[src/rtl/vid_pkg.sv]
// Shared video-controller types: register-field structs, timing state and RGB layout.
// Used by the register block and by the display-side pixel timing stage.
package vid_pkg;

  localparam int VID_CW = 13;
  localparam int VID_PW = 6;

  localparam int VID_R_LSB = 16;
  localparam int VID_G_LSB = 8;
  localparam int VID_B_LSB = 0;

  typedef struct packed {
    logic [VID_CW-1:0] hend;
    logic [VID_CW-1:0] hsize;
  } vid_h1_t;

  typedef struct packed {
    logic [VID_CW-1:0] hsync_start;
    logic [VID_CW-1:0] hsync_end;
  } vid_h2_t;

  typedef struct packed {
    logic [VID_CW-1:0] vend;
    logic [VID_CW-1:0] vsize;
  } vid_v1_t;

  typedef struct packed {
    logic [VID_CW-1:0] vsync_start;
    logic [VID_CW-1:0] vsync_end;
  } vid_v2_t;

  typedef struct packed {
    logic              en;
    logic [VID_PW-1:0] pcnt;
  } vid_cr_t;

  // Snapshot of everything the raster needs; held constant for a whole frame.
  typedef struct packed {
    vid_h1_t           h1;
    vid_h2_t           h2;
    vid_v1_t           v1;
    vid_v2_t           v2;
    logic [VID_PW-1:0] pcnt;
  } vid_geom_t;

  typedef enum logic {
    VT_IDLE = 1'b0,
    VT_RUN  = 1'b1
  } vid_tstate_e;

endpackage

[src/rtl/vid_axis_counter.sv]
// One raster axis: step-gated counter wrapping at end-1, with blank and sync-window compares.
module vid_axis_counter
  import vid_pkg::*;
#(
  parameter int CW = VID_CW
) (
  input  logic          clk,
  input  logic          reset,
  input  logic          clr_i,
  input  logic          adv_i,
  input  logic [CW-1:0] end_i,
  input  logic [CW-1:0] size_i,
  input  logic [CW-1:0] sync_start_i,
  input  logic [CW-1:0] sync_end_i,
  output logic [CW-1:0] cnt_o,
  output logic [CW-1:0] nxt_o,
  output logic          last_o,
  output logic          blank_o,
  output logic          sync_o
);

  logic [CW-1:0] cnt_q, cnt_d;

  assign last_o  = (cnt_q == end_i - CW'(1));
  assign nxt_o   = last_o ? '0 : cnt_q + CW'(1);
  assign cnt_o   = cnt_q;
  assign blank_o = (cnt_q >= size_i);
  // An empty window (start >= end) can never satisfy both compares.
  assign sync_o  = (cnt_q >= sync_start_i) && (cnt_q < sync_end_i);

  // NOTE: default first so every path assigns cnt_d and no latch is inferred.
  always_comb begin
    cnt_d = cnt_q;
    if (clr_i)      cnt_d = '0;
    else if (adv_i) cnt_d = nxt_o;
  end

  // NOTE: state updates use <= so all flops sample the pre-edge values together.
  always_ff @(posedge clk or negedge reset) begin
    if (!reset) cnt_q <= '0;
    else        cnt_q <= cnt_d;
  end

endmodule

[src/rtl/vid_pixel_timing.sv]
// Raster generator: pixel divider, h/v counters, sync/blank strobes, FIFO pop to registered RGB,
// per-line fetch requests and sticky underrun detection.
module vid_pixel_timing
  import vid_pkg::*;
#(
  parameter int CW = VID_CW,
  parameter int DW = 32
) (
  input  logic          clk,
  input  logic          reset,
  input  logic          en,
  input  logic [5:0]    pcnt,
  input  logic [CW-1:0] hend,
  input  logic [CW-1:0] hsize,
  input  logic [CW-1:0] hsync_start,
  input  logic [CW-1:0] hsync_end,
  input  logic [CW-1:0] vend,
  input  logic [CW-1:0] vsize,
  input  logic [CW-1:0] vsync_start,
  input  logic [CW-1:0] vsync_end,
  input  logic          pix_valid,
  input  logic [DW-1:0] pix_data,
  output logic          pix_pop,
  output logic          line_req,
  output logic [CW-1:0] line_num,
  output logic          frame_start,
  input  logic          underrun_clr,
  output logic          underrun,
  output logic          hsync,
  output logic          hblank,
  output logic          vsync,
  output logic          vblank,
  output logic [7:0]    R,
  output logic [7:0]    G,
  output logic [7:0]    B
);

  vid_tstate_e   state_q;
  vid_geom_t     geom_q, geom_in;
  logic [5:0]    div_q;
  logic          hsync_q, hblank_q, vsync_q, vblank_q;
  logic          line_req_q, frame_start_q, underrun_q;
  logic [CW-1:0] line_num_q;
  logic [23:0]   rgb_q;

  logic          tick, run, run_tick, start, active, underrun_set;
  logic [CW-1:0] h_cnt, h_nxt, v_cnt, v_nxt;
  logic          h_last, h_blank, h_sync, v_last, v_blank, v_sync;
  logic          unused_pix;

  assign geom_in = '{h1:   '{hend: hend, hsize: hsize},
                     h2:   '{hsync_start: hsync_start, hsync_end: hsync_end},
                     v1:   '{vend: vend, vsize: vsize},
                     v2:   '{vsync_start: vsync_start, vsync_end: vsync_end},
                     pcnt: pcnt};

  assign tick     = (div_q == geom_q.pcnt);
  // Dropping en stops all activity in the same clk; nothing is popped while aborting.
  assign run      = (state_q == VT_RUN) && en;
  assign run_tick = run && tick;
  assign start    = (state_q == VT_IDLE) && en && (hend != '0) && (vend != '0);

  vid_axis_counter #(.CW(CW)) u_h (
    .clk(clk), .reset(reset), .clr_i(!run), .adv_i(run_tick),
    .end_i(geom_q.h1.hend), .size_i(geom_q.h1.hsize),
    .sync_start_i(geom_q.h2.hsync_start), .sync_end_i(geom_q.h2.hsync_end),
    .cnt_o(h_cnt), .nxt_o(h_nxt), .last_o(h_last), .blank_o(h_blank), .sync_o(h_sync)
  );

  vid_axis_counter #(.CW(CW)) u_v (
    .clk(clk), .reset(reset), .clr_i(!run), .adv_i(run_tick && h_last),
    .end_i(geom_q.v1.vend), .size_i(geom_q.v1.vsize),
    .sync_start_i(geom_q.v2.vsync_start), .sync_end_i(geom_q.v2.vsync_end),
    .cnt_o(v_cnt), .nxt_o(v_nxt), .last_o(v_last), .blank_o(v_blank), .sync_o(v_sync)
  );

  assign active       = !h_blank && !v_blank;
  assign pix_pop      = run_tick && active && pix_valid;
  assign underrun_set = run_tick && active && !pix_valid;
  assign unused_pix   = ^pix_data[DW-1:24];

  always_ff @(posedge clk or negedge reset) begin
    if (!reset) begin
      state_q       <= VT_IDLE;
      geom_q        <= '0;
      div_q         <= '0;
      hsync_q       <= 1'b0;
      hblank_q      <= 1'b0;
      vsync_q       <= 1'b0;
      vblank_q      <= 1'b0;
      rgb_q         <= '0;
      line_req_q    <= 1'b0;
      line_num_q    <= '0;
      frame_start_q <= 1'b0;
      underrun_q    <= 1'b0;
    end else begin
      line_req_q    <= 1'b0;
      frame_start_q <= 1'b0;
      case (state_q)
        VT_IDLE: begin
          div_q <= '0;
          if (start) begin
            state_q    <= VT_RUN;
            geom_q     <= geom_in;
            line_req_q <= 1'b1;       // prefetch of line 0
            line_num_q <= '0;
          end
        end
        VT_RUN: begin
          if (!en) begin
            state_q    <= VT_IDLE;
            div_q      <= '0;
            hsync_q    <= 1'b0;
            hblank_q   <= 1'b0;
            vsync_q    <= 1'b0;
            vblank_q   <= 1'b0;
            rgb_q      <= '0;
            line_num_q <= '0;
          end else begin
            div_q <= tick ? '0 : div_q + 6'd1;
            if (tick) begin
              hsync_q       <= h_sync;
              hblank_q      <= h_blank;
              vsync_q       <= v_sync;
              vblank_q      <= v_blank;
              rgb_q         <= (active && pix_valid) ? pix_data[23:0] : '0;
              frame_start_q <= (h_cnt == '0) && (v_cnt == '0);
              if ((h_cnt == geom_q.h1.hsize) && (v_nxt < geom_q.v1.vsize)) begin
                line_req_q <= 1'b1;
                line_num_q <= v_nxt;
              end
              // Geometry written mid-frame is picked up only at the frame boundary.
              if (h_last && v_last) geom_q <= geom_in;
            end
          end
        end
        default: state_q <= VT_IDLE;
      endcase
      if (underrun_set)      underrun_q <= 1'b1;
      else if (underrun_clr) underrun_q <= 1'b0;
    end
  end

  assign hsync       = hsync_q;
  assign hblank      = hblank_q;
  assign vsync       = vsync_q;
  assign vblank      = vblank_q;
  assign line_req    = line_req_q;
  assign line_num    = line_num_q;
  assign frame_start = frame_start_q;
  assign underrun    = underrun_q;
  assign R           = rgb_q[VID_R_LSB +: 8];
  assign G           = rgb_q[VID_G_LSB +: 8];
  assign B           = rgb_q[VID_B_LSB +: 8];

endmodule

[config.mk]
export PLATFORM = sky130hd
export DESIGN_NAME = vid_pixel_timing
export DESIGN_NICKNAME = d
export VERILOG_FILES = /design/src/rtl/vid_pkg.sv /design/src/rtl/vid_axis_counter.sv /design/src/rtl/vid_pixel_timing.sv
export SDC_FILE = /design/constraint.sdc
export NUM_CORES = 1
export LEC_CHECK = 0
export BUFFER_PORTS_ARGS = -buffer_cell sky130_fd_sc_hd__buf_2
export CAP_MARGIN = 20
export CORE_ASPECT_RATIO = 0.5
export CORE_MARGIN = 2
export CORE_UTILIZATION = 52
export DETAILED_ROUTE_END_ITERATION = 8
export PLACE_DENSITY = 0.85
export SYNTH_ARGS = -nofsm -noshare
export SYNTH_HDL_FRONTEND = slang
export SYNTH_SLANG_ARGS = --single-unit
[constraint.sdc]
create_clock -name clk -period 4.5 [get_ports clk]
set_input_delay 0.225 -clock clk [delete_from_list [all_inputs] [get_ports clk]]
set_output_delay 0.225 -clock clk [all_outputs]
set_load 0.02 [all_outputs]
# After elaboration in Yosys (flattened, before gate mapping)
# Index checks and enable logic that the tools add are counted.
# W data, S select, Z words.
[op_classes]
reduce_logical = 27
addsub = 5
mux = 42
n_lt_le_gt_ge = 7
bitwise_logic = 1
n_eq_ne = 13
[ops]
columns = ["op", "n"]
rows = [
  ["$mux W110", 4],
  ["$pmux W110 S2", 1],
  ["$mux W13", 10],
  ["$mux W24", 3],
  ["$ge A13 B13 Y1", 4],
  ["$eq A13 B13 Y1", 3],
  ["$lt A13 B13 Y1", 3],
  ["$add A13 B1 Y13 const B", 2],
  ["$logic_not A13 Y1", 2],
  ["$pmux W13 S2", 1],
  ["$reduce_bool A13 Y1", 2],
  ["$sub A13 B1 Y13 const B", 2],
  ["$mux W1", 18],
  ["$logic_and A1 B1 Y1", 16],
  ["$mux W6", 2],
  ["$pmux W6 S2", 1],
  ["$ne A2 B1 Y1 const B", 5],
  ["$add A6 B1 Y6 const B", 1],
  ["$eq A6 B6 Y1", 1],
  ["$ne A3 B2 Y1 const B", 2],
  ["$ne A2 B2 Y1 const B", 2],
  ["$pmux W1 S2", 2],
  ["$reduce_and A4 Y1", 1],
  ["$logic_not A1 Y1", 3],
  ["other kinds (4)", 4],
]
[totals]
output_inout_bits = 45
elab_cells = 117
register_bits = 187

# Logic depth before layout (Yosys ltp)
# Gate-level depths: netlist of run 1.
[logic_depth]
ltp_word = 9
ltp_mapped = 20

# Hierarchy
# A second synthesis of run 1 with hierarchy kept.
[unflattened]
hier_cells = 1111
area_unflattened_um2 = 11619.9
[modules_own_cells]
columns = ["module", "area_each_um2", "cells_each", "instances"]
rows = [
  ["vid_pixel_timing", 6902.9, 497, 1],
  ["vid_axis_counter", 2358.5, 307, 2],
]

# Least setup slack after synthesis of run 1
# OpenSTA, ideal clock, no wires.
[synth_timing]
kind = "reg2reg"
start = "reg geom_q[45] (netlist name)"
end = "reg line_num_q[10], in the netlist line_num[10]"
t_arrival_ns = 4.335
path_stages_with_launch = 21
path_slack_ns = 0.044
setup_time_ns = 0.121
n_path_buf = 4
synth_period_minus_slack_ns = 4.456
t_required_ns = 4.379
path_cell_list = "dfrtp_1 -> clkbuf_1 -> inv_1 -> ha_1 -> or3b_2 -> or3_1 -> o21a_1 -> or3_1 -> nor4_2 -> buf_2 -> buf_2 -> nor2_1 -> ha_1 -> a21o_1 -> a21o_1 -> a21oi_1 -> a211o_1 -> a31oi_1 -> a31o_1 -> buf_2 -> a22o_1"
[synth_between]
elab_chain_cells = 7
[synth_rtl]
columns = ["element", "line", "text"]
rows = [
  ["start: declaration", "vid_pixel_timing.sv:39", "vid_geom_t geom_q, geom_in;"],
  ["start signal: assignment", "vid_pixel_timing.sv:104", "geom_q <= geom_in;"],
  ["start signal: assignment", "vid_pixel_timing.sv:133", "if (h_last && v_last) geom_q <= geom_in;"],
  ["$sub A13 B1 Y13 (*)", "vid_axis_counter.sv:24", "assign last_o = (cnt_q == end_i - CW'(1));"],
  ["$eq A13 B13 Y1 (*)", "vid_axis_counter.sv:24", ""],
  ["$mux W13 (*)", "vid_axis_counter.sv:25", "assign nxt_o = last_o ? '0 : cnt_q + CW'(1);"],
  ["$lt A13 B13 Y1 or $mux W13 (tied branches)", "vid_pixel_timing.sv:128", "if ((h_cnt == geom_q.h1.hsize) && (v_nxt < geom_q.v1.vsize)) begin"],
  ["$logic_and A1 B1 Y1 or $mux W13 (tied branches)", "vid_pixel_timing.sv:128, vid_pixel_timing.sv:121", ""],
  ["$ne A3 B2 Y1 (no line) or $mux W13 (tied branches)", "-", ""],
  ["$reduce_and A3 Y1 (no line) or $pmux W13 S2 (tied branches)", "-", ""],
  ["end signal: assignment", "vid_pixel_timing.sv:130", "line_num_q <= v_nxt;"],
  ["end: declaration", "vid_pixel_timing.sv:43", "logic [CW-1:0] line_num_q;"],
]
# Every way passes the cells marked *; elsewhere a longest branch is shown, timed or not. The select of a mux whose other input is x is not followed.
# A chain may end at the register's enable or synchronous reset.

# Final worst setup path of run 1
[layout_timing]
start = "reg geom_q[45] (netlist name)"
end = "reg line_num_q[9], in the netlist line_num[9]"
# Same word-level chain as after synthesis.

==> impl_metrics.yaml, run 1 <==
global_route:
  grt_overflow: 0
  antenna_found_initial: 1
  grt_max_degree: 112
  grt_pass1_wl_um: 50000
  grt_pass1_vias: 9704
  grt.total_usage_pct: 28.4
yosys:
  muxShareOfSynthArea_pct: 15.2
  netlist_instances: 1005
  syn_area_um2: 11200
  avgSynthCellArea_um2: 11.2
  seq_area_frac_synth_pct: 41.8
  synth_fp_nets: 1247
  yosysWarnings: 0
  synth_top_family_by_area: "multiplexers"
  synth_compound_area_share_pct: 11.6
  synth_ff_type: "dfrtp_1"
  synth_edf_count: 0
  synth.distinct_cells: 67
  yosys.area_share.simple_pct: 11.4
  ys_seq_elements: 187
  async_reset_ff_share_pct: 100
  synth_xor_area_share_pct: 4.22
  synth-adder-area-share_pct: 10.6
power:
  p_leak_nw: 7.24
  total_power_w: 0.00492
  power_density_nw_per_um2: 354
  irDropWorstVdd_v: 0.000201
sta:
  maxSlewViolCount: 0
  fmax_ghz: 0.228
  fin_skew_ps: 12.0
  worst_slack_ps: 118
  tightest_slew_ps: 819
  tns_ps: 0
  fin_crit_sh_pct: 97.4
  hold_viol_final: 0
  setup_viol: 0
  max-slew-margin-rel_pct: 44.6
  finalWorstPathRequiredPeriod_ps: 4380
min_path:
  hp-class: "in -> reg"
  hold-path-cell-count: 2
routing:
  ant_nets: 0
  drc: 0
  wl_per_cell_um: 20.3
  wl_um: 31500
  drt_pass1_iterations: 6
  via_per_inst: 5.94
  drt_iter0_markers: 905
  vias: 9220
floorplanning:
  fp.dieH_um: 108
  num_rows: 37
  die_w_um: 212
  die-area_um2: 22800
  initial_utilization_pct: 53.8
  ios: 192
  core_area_um2: 20800
worst_setup_path:
  cp.arrival_ps: 4720
  ff2ff_setup_slack_ps: 120
  critPathLaunchType: "flip-flop"
  endpoint_kind: "flip-flop"
  required_ps: 4840
  reg2reg_depth: 16
  path_class: "reg -> reg"
  critPathMaxFanout: 10
layout:
  finalNonFillerCells: 1552
  drive_gt1_share_pct: 29.0
  nets: 1507
  syn_to_final_growth_pct: 23.9
  post-route-util_pct: 66.6
clock_tree:
  cts_sinks: 187
  cts_root_buffer: "clkbuf_16"
  insertion_delay_ps: 460
  max-clock-path-buffers: 2
  clk_pin_slew_ps: 80
  cts_inserted_buffers: 17
  cts_tree: "yes"
  htreeDepth: 4
flow_run:
  max_cap_violations: 0
placement:
  gp_congestion: 0.962
  place_ws_ps: -51.3
  placed_cells: 1441
  port_buffers: 183
  dp.final_hpwl_um: 21100
outcome:
  outcome: "complete, no violations"
## flip-flops by register name (all words and copies together), names as in the netlist, 6 cells and up
signal,count
u_h.cnt_o,13
u_v.cnt_o,13
geom_q,110
div_q,6
rgb_q,24
line_num,13
## per-stage QoR
step,area [um^2],hold WS (ps)
2_1_floorplan,11200,-70.6
3_3_place_gp,12400,412
3_5_place_dp,12400,414
4_1_cts,13800,1.12
5_1_grt,13900,0.525
6_report,13900,11.0
## where the power goes
group	internal, W	switching (W)	leakage [nW]
Sequential	0.00191	0.000207	2.36
Clock	0.000752	0.000785	0.292
Combinational	0.000682	0.000581	4.60
## worst paths after layout
check / start / to
worst max-delay path: geom_q[45] / line_num[9]
worst min-delay path: vsync_start[8] / geom_q[27]
worst max register to register: geom_q[45] / line_num[9]
worst min register to register: vblank / vblank
max in group asynchronous: reset / geom_q[105]
min in group asynchronous: reset / geom_q[12]
## cell usage after synthesis (13+ instances only)
cell	n	area share, %
dfrtp_1	187	42
mux2_4	100	13
ha_1	95	11
inv_1	89	3.0
nor2_1	54	1.8
o21ai_0	37	1.7
xnor2_1	35	2.7
nand2_1	32	1.1
a22o_1	31	2.4
clkbuf_1	27	0.90
nand3_1	26	1.2
a21oi_1	25	1.1
nand4_1	19	1.1
xor2_1	19	1.5
a21o_1	18	1.2
nor3_1	18	0.80
nor4_1	16	0.89
o21a_1	13	0.87
## cell type report
cell class / count / area [um^2]
inverters: 89 / 334
clock buffers: 17 / 425
diodes: 1 / 2.50
multi-input cells: 687 / 6020
fillers: 1472 / 6950
well taps: 273 / 342
flip-flops and latches: 187 / 4680
clock inverters: 15 / 171
repair buffers: 283 / 1910
## layout by cell type, fill, tap and decap left out, drive strengths merged, types with 26 or more instances in the layout
cell type    count
ha              95
xnor2           35
dfrtp          187
dlygate4sd3     73
buf            210
inv             98
nand3           26
nor2            54
o21ai           38
a22o            31
mux2           110
nand2           32
## critical path, stage by stage (launching register included)
cell	delay [ps]
dfrtp_1	380
inv_1	60
ha_2	220
or3b_2	470
or3_1	350
o21a_1	220
or3_1	380
nor4_2	160
buf_4	240
nor2_1	90
ha_1	330
nand4_1	120
a21o_1	180
a211o_1	320
a31oi_2	320
nor2_2	160
a22o_1	270
## routing by layer
layer | share of wire [%] | vias up | GRT usage (%)
met2 | 49 | 403 | 48.9
met3 | 6.1 | 127 | 5.05
met4 | 4.7 | 0 | 15.2
met5 | 0 | - | 0
li1 | - | 4150 | -
met1 | 40 | 4540 | 34.4
## what timing repair did
item	4_1_cts	5_1_grt
setup endpoints to repair	13	13
gates resized for setup	2	7
setup buffers	0	2
hold buffers	73	0
cloned	0	1
endpoints found under the hold margin	181	0
## kinds of logic (layout without fill, tap and decap cells)
logic type	Yosys count	count (layout)
XOR/XNOR	54	54
AND/OR/NAND/NOR	235	235
flip-flops	187	187
other	0	1
AO/OA/AOI/OAI	183	184
multiplexers	119	119
buffers and inverters	132	404
adder cells (fa/ha/maj)	95	95
Power figures use the tool's default switching activity.
==> run 2: changes to the inputs <==
--- a/config.mk
+++ b/config.mk
@@ -11,7 +11,8 @@
 export CORE_MARGIN = 2
 export CORE_UTILIZATION = 52
 export DETAILED_ROUTE_END_ITERATION = 8
-export PLACE_DENSITY = 0.85
+export PLACE_DENSITY = 0.84
 export SYNTH_ARGS = -nofsm -noshare
 export SYNTH_HDL_FRONTEND = slang
+export SYNTH_HIERARCHICAL = 1
 export SYNTH_SLANG_ARGS = --single-unit
==> run 2 against run 1 <==
  * The flow now finishes with violations (negative hold slack)
  * Sequential share of layout area shrank 0.12 points
  * Count of clock-buffer cells in the layout grew 2
  * Via count grew 1.2%
  * Register-to-register slack gained 170 ps
  * Cell area grew 0.34%
  * Critical path type unchanged
  * Critical endpoint is now line_num[8]
==> impl_metrics.yaml, run 2 <==
outcome:
  outcome: "finished, violations left"
  violations: "negative hold slack"
clock_tree:
  insertion_delay_ps: 440
  htreeDepth: 4
  cts_root_buffer: "clkbuf_16"
  cts_tree: "yes"
  clk_pin_slew_ps: 80
  cts_inserted_buffers: 17
  cts_sinks: 187
  max-clock-path-buffers: 2
sta:
  tns_ps: 0
  max-slew-margin-rel_pct: 33.9
  holdWs_ps: -0.153
  finalWorstPathRequiredPeriod_ps: 4210
  tightest_slew_ps: 992
  fmax_ghz: 0.237
  rsz0062_at_grt: "false"
  fin_crit_sh_pct: 93.6
  maxSlewViolCount: 0
  fin_skew_ps: 15.3
  setup_viol: 0
  hold_viol_final: 1
layout:
  post-route-util_pct: 64.4
  largest_reg_flops: 110
  top_regs: "geom_q (110), rgb_q (24)"
  fillers: 1579
  drive_gt1_share_pct: 22.8
  largest_register: "geom_q"
  final_common_cell: "dfrtp_1"
  nets: 1563
  syn_to_final_growth_pct: 21.7
  layout_common_cells: "187 x dfrtp_1, 182 x buf_2, 116 x inv_1"
worst_setup_path:
  endpoint_kind: "flip-flop"
  cp.arrival_ps: 4580
  required_ps: 4860
  critPathMaxFanout: 10
  path_class: "reg -> reg"
  critPathLaunchType: "flip-flop"
power:
  power_density_nw_per_um2: 350
  irDropWorstVdd_v: 0.000268
  p_leak_nw: 6.95
floorplanning:
  ios: 192
  die-area_um2: 23300
  num_rows: 38
  core_area_um2: 21600
  initial_utilization_pct: 52.9
  fp.dieH_um: 109
  die_w_um: 214
routing:
  vias: 9327
  wl_per_cell_um: 18.2
  drt_pass1_iterations: 6
  wl_um: 29800
  ant_nets: 0
  drt_iter0_markers: 788
  via_per_inst: 5.70
  drc: 0
min_path:
  hp-class: "in -> reg"
yosys:
  synth_fp_nets: 1322
  yosysWarnings: 6
  syn_area_um2: 11400
  netlist_instances: 1082
  avgSynthCellArea_um2: 10.6
global_route:
  grt.total_usage_pct: 26.2
  grt_pass1_wl_um: 47700
  grt_overflow: 0
  antenna_found_initial: 1
  grt_pass1_vias: 9604
  grt_max_degree: 109
placement:
  dp.final_hpwl_um: 20800
  port_buffers: 183
  gp_congestion: 0.871
flow_run:
  max_cap_violations: 0
-- run 2: cell count changes in the layout (fill, tap and decap cells not counted), moves of 9 or more --
cell and delta:
mux2_1 +100, nor2_2 +19, o211ai_1 +19, mux2_4 -100, dlygate4sd3_1 -15, nand3_1 +12
o21ai_0 -16, nor2_1 -17, xor2_1 +30, inv_1 +27, o211ai_2 +10, nand2_1 +10
o21a_1 -10, mux2i_1 -9
-- run 2: area by class of cell --
class | instances | area, um^2 | share of cell area, %
Tap cell | 300 | 375 | 2.69
Timing Repair Buffer | 269 | 1740 | 12.5
Antenna cell | 1 | 2.50 | 0.0180
Clock buffer | 19 | 453 | 3.25
Sequential cell | 187 | 4680 | 33.6
Multi-Input combinational cell | 732 | 6060 | 43.5
Clock inverter | 12 | 184 | 1.32
Inverter | 116 | 435 | 3.13
-- run 2: through the flow --
| step | area, um^2 | total power, W | setup slack [ps] | instances |
|---|---|---|---|---|
| 5_1_grt | 13900 | 0.00512 | 5.11 | 1635 |
| 6_report | 13900 | 0.00487 | 287 | 1636 |
| 3_3_place_gp | 12700 | 0.00309 | 225 | 1543 |
| 4_1_cts | 13800 | 0.00485 | 61.3 | 1628 |
| 3_5_place_dp | 12700 | 0.00316 | 106 | 1543 |
| 2_1_floorplan | 11400 | 0.00285 | 375 | 1082 |
-- run 2: routing by layer --
layer / part of all wire [%] / vias up / global-route usage [%] / wire [um]
met4: 3.5 / 2 / 12.5 / 1040
li1: - / 4306 / - / -
met2: 50 / 350 / 44.7 / 14900
met1: 41 / 4571 / 32.0 / 12300
met5: 0.044 / - / 0 / 13
met3: 5.5 / 98 / 5.90 / 1650
-- run 2: final timing paths --
kind	start	endpoint	slack, ps	depth (start not counted)
max	geom_q[48]	line_num[8]	290	15
min	hsync_end[11]	geom_q[69]	-0.2	2
max reg2reg	geom_q[48]	line_num[8]	290	15
min reg2reg	geom_q[67]	geom_q[67]	490	1
max in group asynchronous	reset	geom_q[28]	2920	3
min in group asynchronous	reset	geom_q[78]	470	2
-- run 2: worst max-delay path, stage by stage (launching register included) --
cell       delay [ps]
dfrtp_1           380
buf_4             170
nor4_2            480
o211ai_1          180
a211o_1           280
a21oi_1           300
nor3_1            120
nor3b_4           190
buf_4             200
nor2_1            170
ha_1              270
a211oi_1          270
o21ai_0           140
o2bb2ai_1         200
a2111o_1          570
o211ai_2          200
-- run 2: timing repair --
item,4_1_cts,5_1_grt
buffers inserted,0,1
endpoints found under the hold margin,142,4
gates resized for setup,0,3
endpoints found under the setup margin,0,13
hold buffers,54,4
-- run 2: where the power goes --
part / total, W / switching [W] / internal, W
registers: 0.00213 / 0.000216 / 0.00191
logic: 0.00109 / 0.000574 / 0.000512
clock network: 0.00165 / 0.000690 / 0.000965
==> run 3: changes to the inputs <==
--- a/config.mk
+++ b/config.mk
@@ -11,6 +11,7 @@
 export CORE_MARGIN = 2
 export CORE_UTILIZATION = 52
 export DETAILED_ROUTE_END_ITERATION = 8
+export GPL_TIMING_DRIVEN = 0
 export PLACE_DENSITY = 0.84
 export SYNTH_ARGS = -nofsm -noshare
 export SYNTH_HDL_FRONTEND = slang
==> run 3 against run 2 <==
  * Cell count increased by 1.6%
  * Clock power decreased by 3%
  * Combinational power increased by 5%
  * Sequential power about the same
  * Critical endpoint is now line_num[7]
  * Count of clock-buffer cells in the layout increased by 1
  * Critical path depth increased by 2
  * The run now ends clean
==> impl_metrics.yaml, run 3 (synthesis results as in run 2) <==
worst_setup_path:
  endpoint_kind: "flip-flop"
  critPathMaxFanout: 10
  crit_path_frequent_cell: "buf_6"
  reg2reg_depth: 17
  path_class: "reg -> reg"
  critPathLaunchType: "flip-flop"
  worstSetupStartpoint: "geom_q[48]"
  reg2reg_from: "geom_q[48]"
  crit_path_top_delay_cell: "or4_4"
  cp.arrival_ps: 4700
  max_stage_delay_ps: 580
  crit_path_cell_trace: "buf_6 -> or4_4 -> nor3_4 -> o21ai_0 -> a41oi_2 -> nor3_2 -> nor3b_4 -> buf_6 -> nor2_1 -> ha_1 -> a21oi_2 -> o211ai_1 -> or4_1 -> buf_4 -> a2111o_1 -> buf_6 -> o211ai_2"
  required_ps: 4870
layout:
  final_common_cell: "buf_2"
  largest_reg_flops: 110
  drive_gt1_share_pct: 23.3
  syn_to_final_growth_pct: 23.0
  nets: 1589
  largest_register: "geom_q"
  finalInstanceArea_um2: 14100
  top_regs: "geom_q (110), rgb_q (24)"
  layout_common_cells: "191 x buf_2, 186 x dfrtp_1, 116 x inv_1"
  diodes: 0
outcome:
  outcome: "complete, no violations"
sta:
  setup_viol: 0
  hold_viol_final: 0
  worst_slack_ps: 169
  maxSlewViolCount: 0
  finalWorstPathRequiredPeriod_ps: 4330
  tightest_slew_ps: 776
  max-slew-margin-rel_pct: 48.3
  fmax_ghz: 0.231
  fin_skew_ps: 13.9
  fin_crit_sh_pct: 96.2
global_route:
  grt_overflow: 0
  grt_max_degree: 101
  grt.total_usage_pct: 27.5
  grt_pass1_wl_um: 49700
  antenna_found_initial: 0
  grt_pass1_vias: 9970
routing:
  met3_length_um: 1580
  drt_iter0_markers: 819
  wl_per_cell_um: 18.7
  wl_met1_um: 12900
  drt_pass1_iterations: 5
  via_per_inst: 5.68
  routed.top_layer: "met4"
  dr_wl_met2_um: 15600
  wl_um: 31100
  drc: 0
  vias: 9443
  ant_nets: 0
floorplanning:
  num_rows: 38
  core_area_um2: 21600
  die_w_um: 214
  die-area_um2: 23300
  ios: 192
  fp.dieH_um: 109
  initial_utilization_pct: 52.9
min_path:
  hold-path-cell-count: 2
  hp-start: "hsync_start[12]"
  hp-class: "in -> reg"
placement:
  place_ws_ps: -135
  port_buffers: 183
  place_area_um2: 12800
  dp.final_hpwl_um: 21400
  gp_congestion: 0.899
clock_tree:
  cts_tree: "yes"
  cts_sinks: 187
  clk_pin_slew_ps: 80
  cts_inserted_buffers: 17
  cts_root_buffer: "clkbuf_16"
  max-clock-path-buffers: 2
  htreeDepth: 4
  insertion_delay_ps: 450
power:
  irDropWorstVdd_v: 0.000228
  power_density_nw_per_um2: 346
  p_leak_nw: 7.01
flow_run:
  max_cap_violations: 0
-- run 3: worst max-delay path, delay by kind of cell (launching register included) --
| family | cells | cell delay, ps |
|---|---|---|
| AOI/OAI and AO/OA | 6 | 1220 |
| adders and majority gates | 1 | 290 |
| buffers and inverters | 4 | 650 |
| DFF | 1 | 410 |
| and+or+nand+nor | 6 | 1690 |
-- run 3: final timing paths --
kind                                to  slack [ps]
min in group asynchronous   geom_q[75]         400
setup reg to reg           line_num[7]         170
setup / recovery           line_num[7]         170
hold reg to reg             geom_q[69]         490
max in group asynchronous     rgb_q[3]        3170
hold / removal              geom_q[83]           1
-- run 3: layer usage --
layer  vias to the layer above  GRT usage (%)
met5                         -              0
met2                       332           48.0
met1                      4650           33.1
met3                        93           6.13
met4                         0           11.6
li1                       4368              -
-- run 3: through the flow --
stage	hold slack (ps)	TNS (ps)	util [%]	total power, W	std cells
floorplan	-70.6	0	-	0.00285	1082
global placement	437	-190	58.9	0.00312	1565
detailed placement	322	-1220	59.0	0.00320	1566
CTS	0.313	0	64.3	0.00483	1650
global route	-13.1	-88.5	65.1	0.00511	1662
finish	1.08	0	65.1	0.00488	1662
-- run 3: report_power, final --
part / total [W] / switching, W / internal, W
registers: 0.00214 / 0.000226 / 0.00191
clock network: 0.00160 / 0.000703 / 0.000899
logic: 0.00114 / 0.000602 / 0.000538
-- run 3: repair_timing --
| action | CTS | global route |
|---|---|---|
| setup endpoints to repair | 13 | 13 |
| endpoints found under the hold margin | 149 | 5 |
| resized for setup | 3 | 15 |
| hold buffers | 51 | 5 |
| buffers inserted | 1 | 7 |
| pin swaps | 0 | 5 |
-- run 3: layout make-up --
cell class | count | area [um^2]
plain buffers | 48 | 320
clock buffers | 20 | 447
clock inverters | 12 | 163
fillers | 1589 | 7550
inverters | 116 | 435
multi-input cells | 731 | 6080
flip-flops and latches | 187 | 4680
well taps | 300 | 375
repair buffers | 248 | 1580
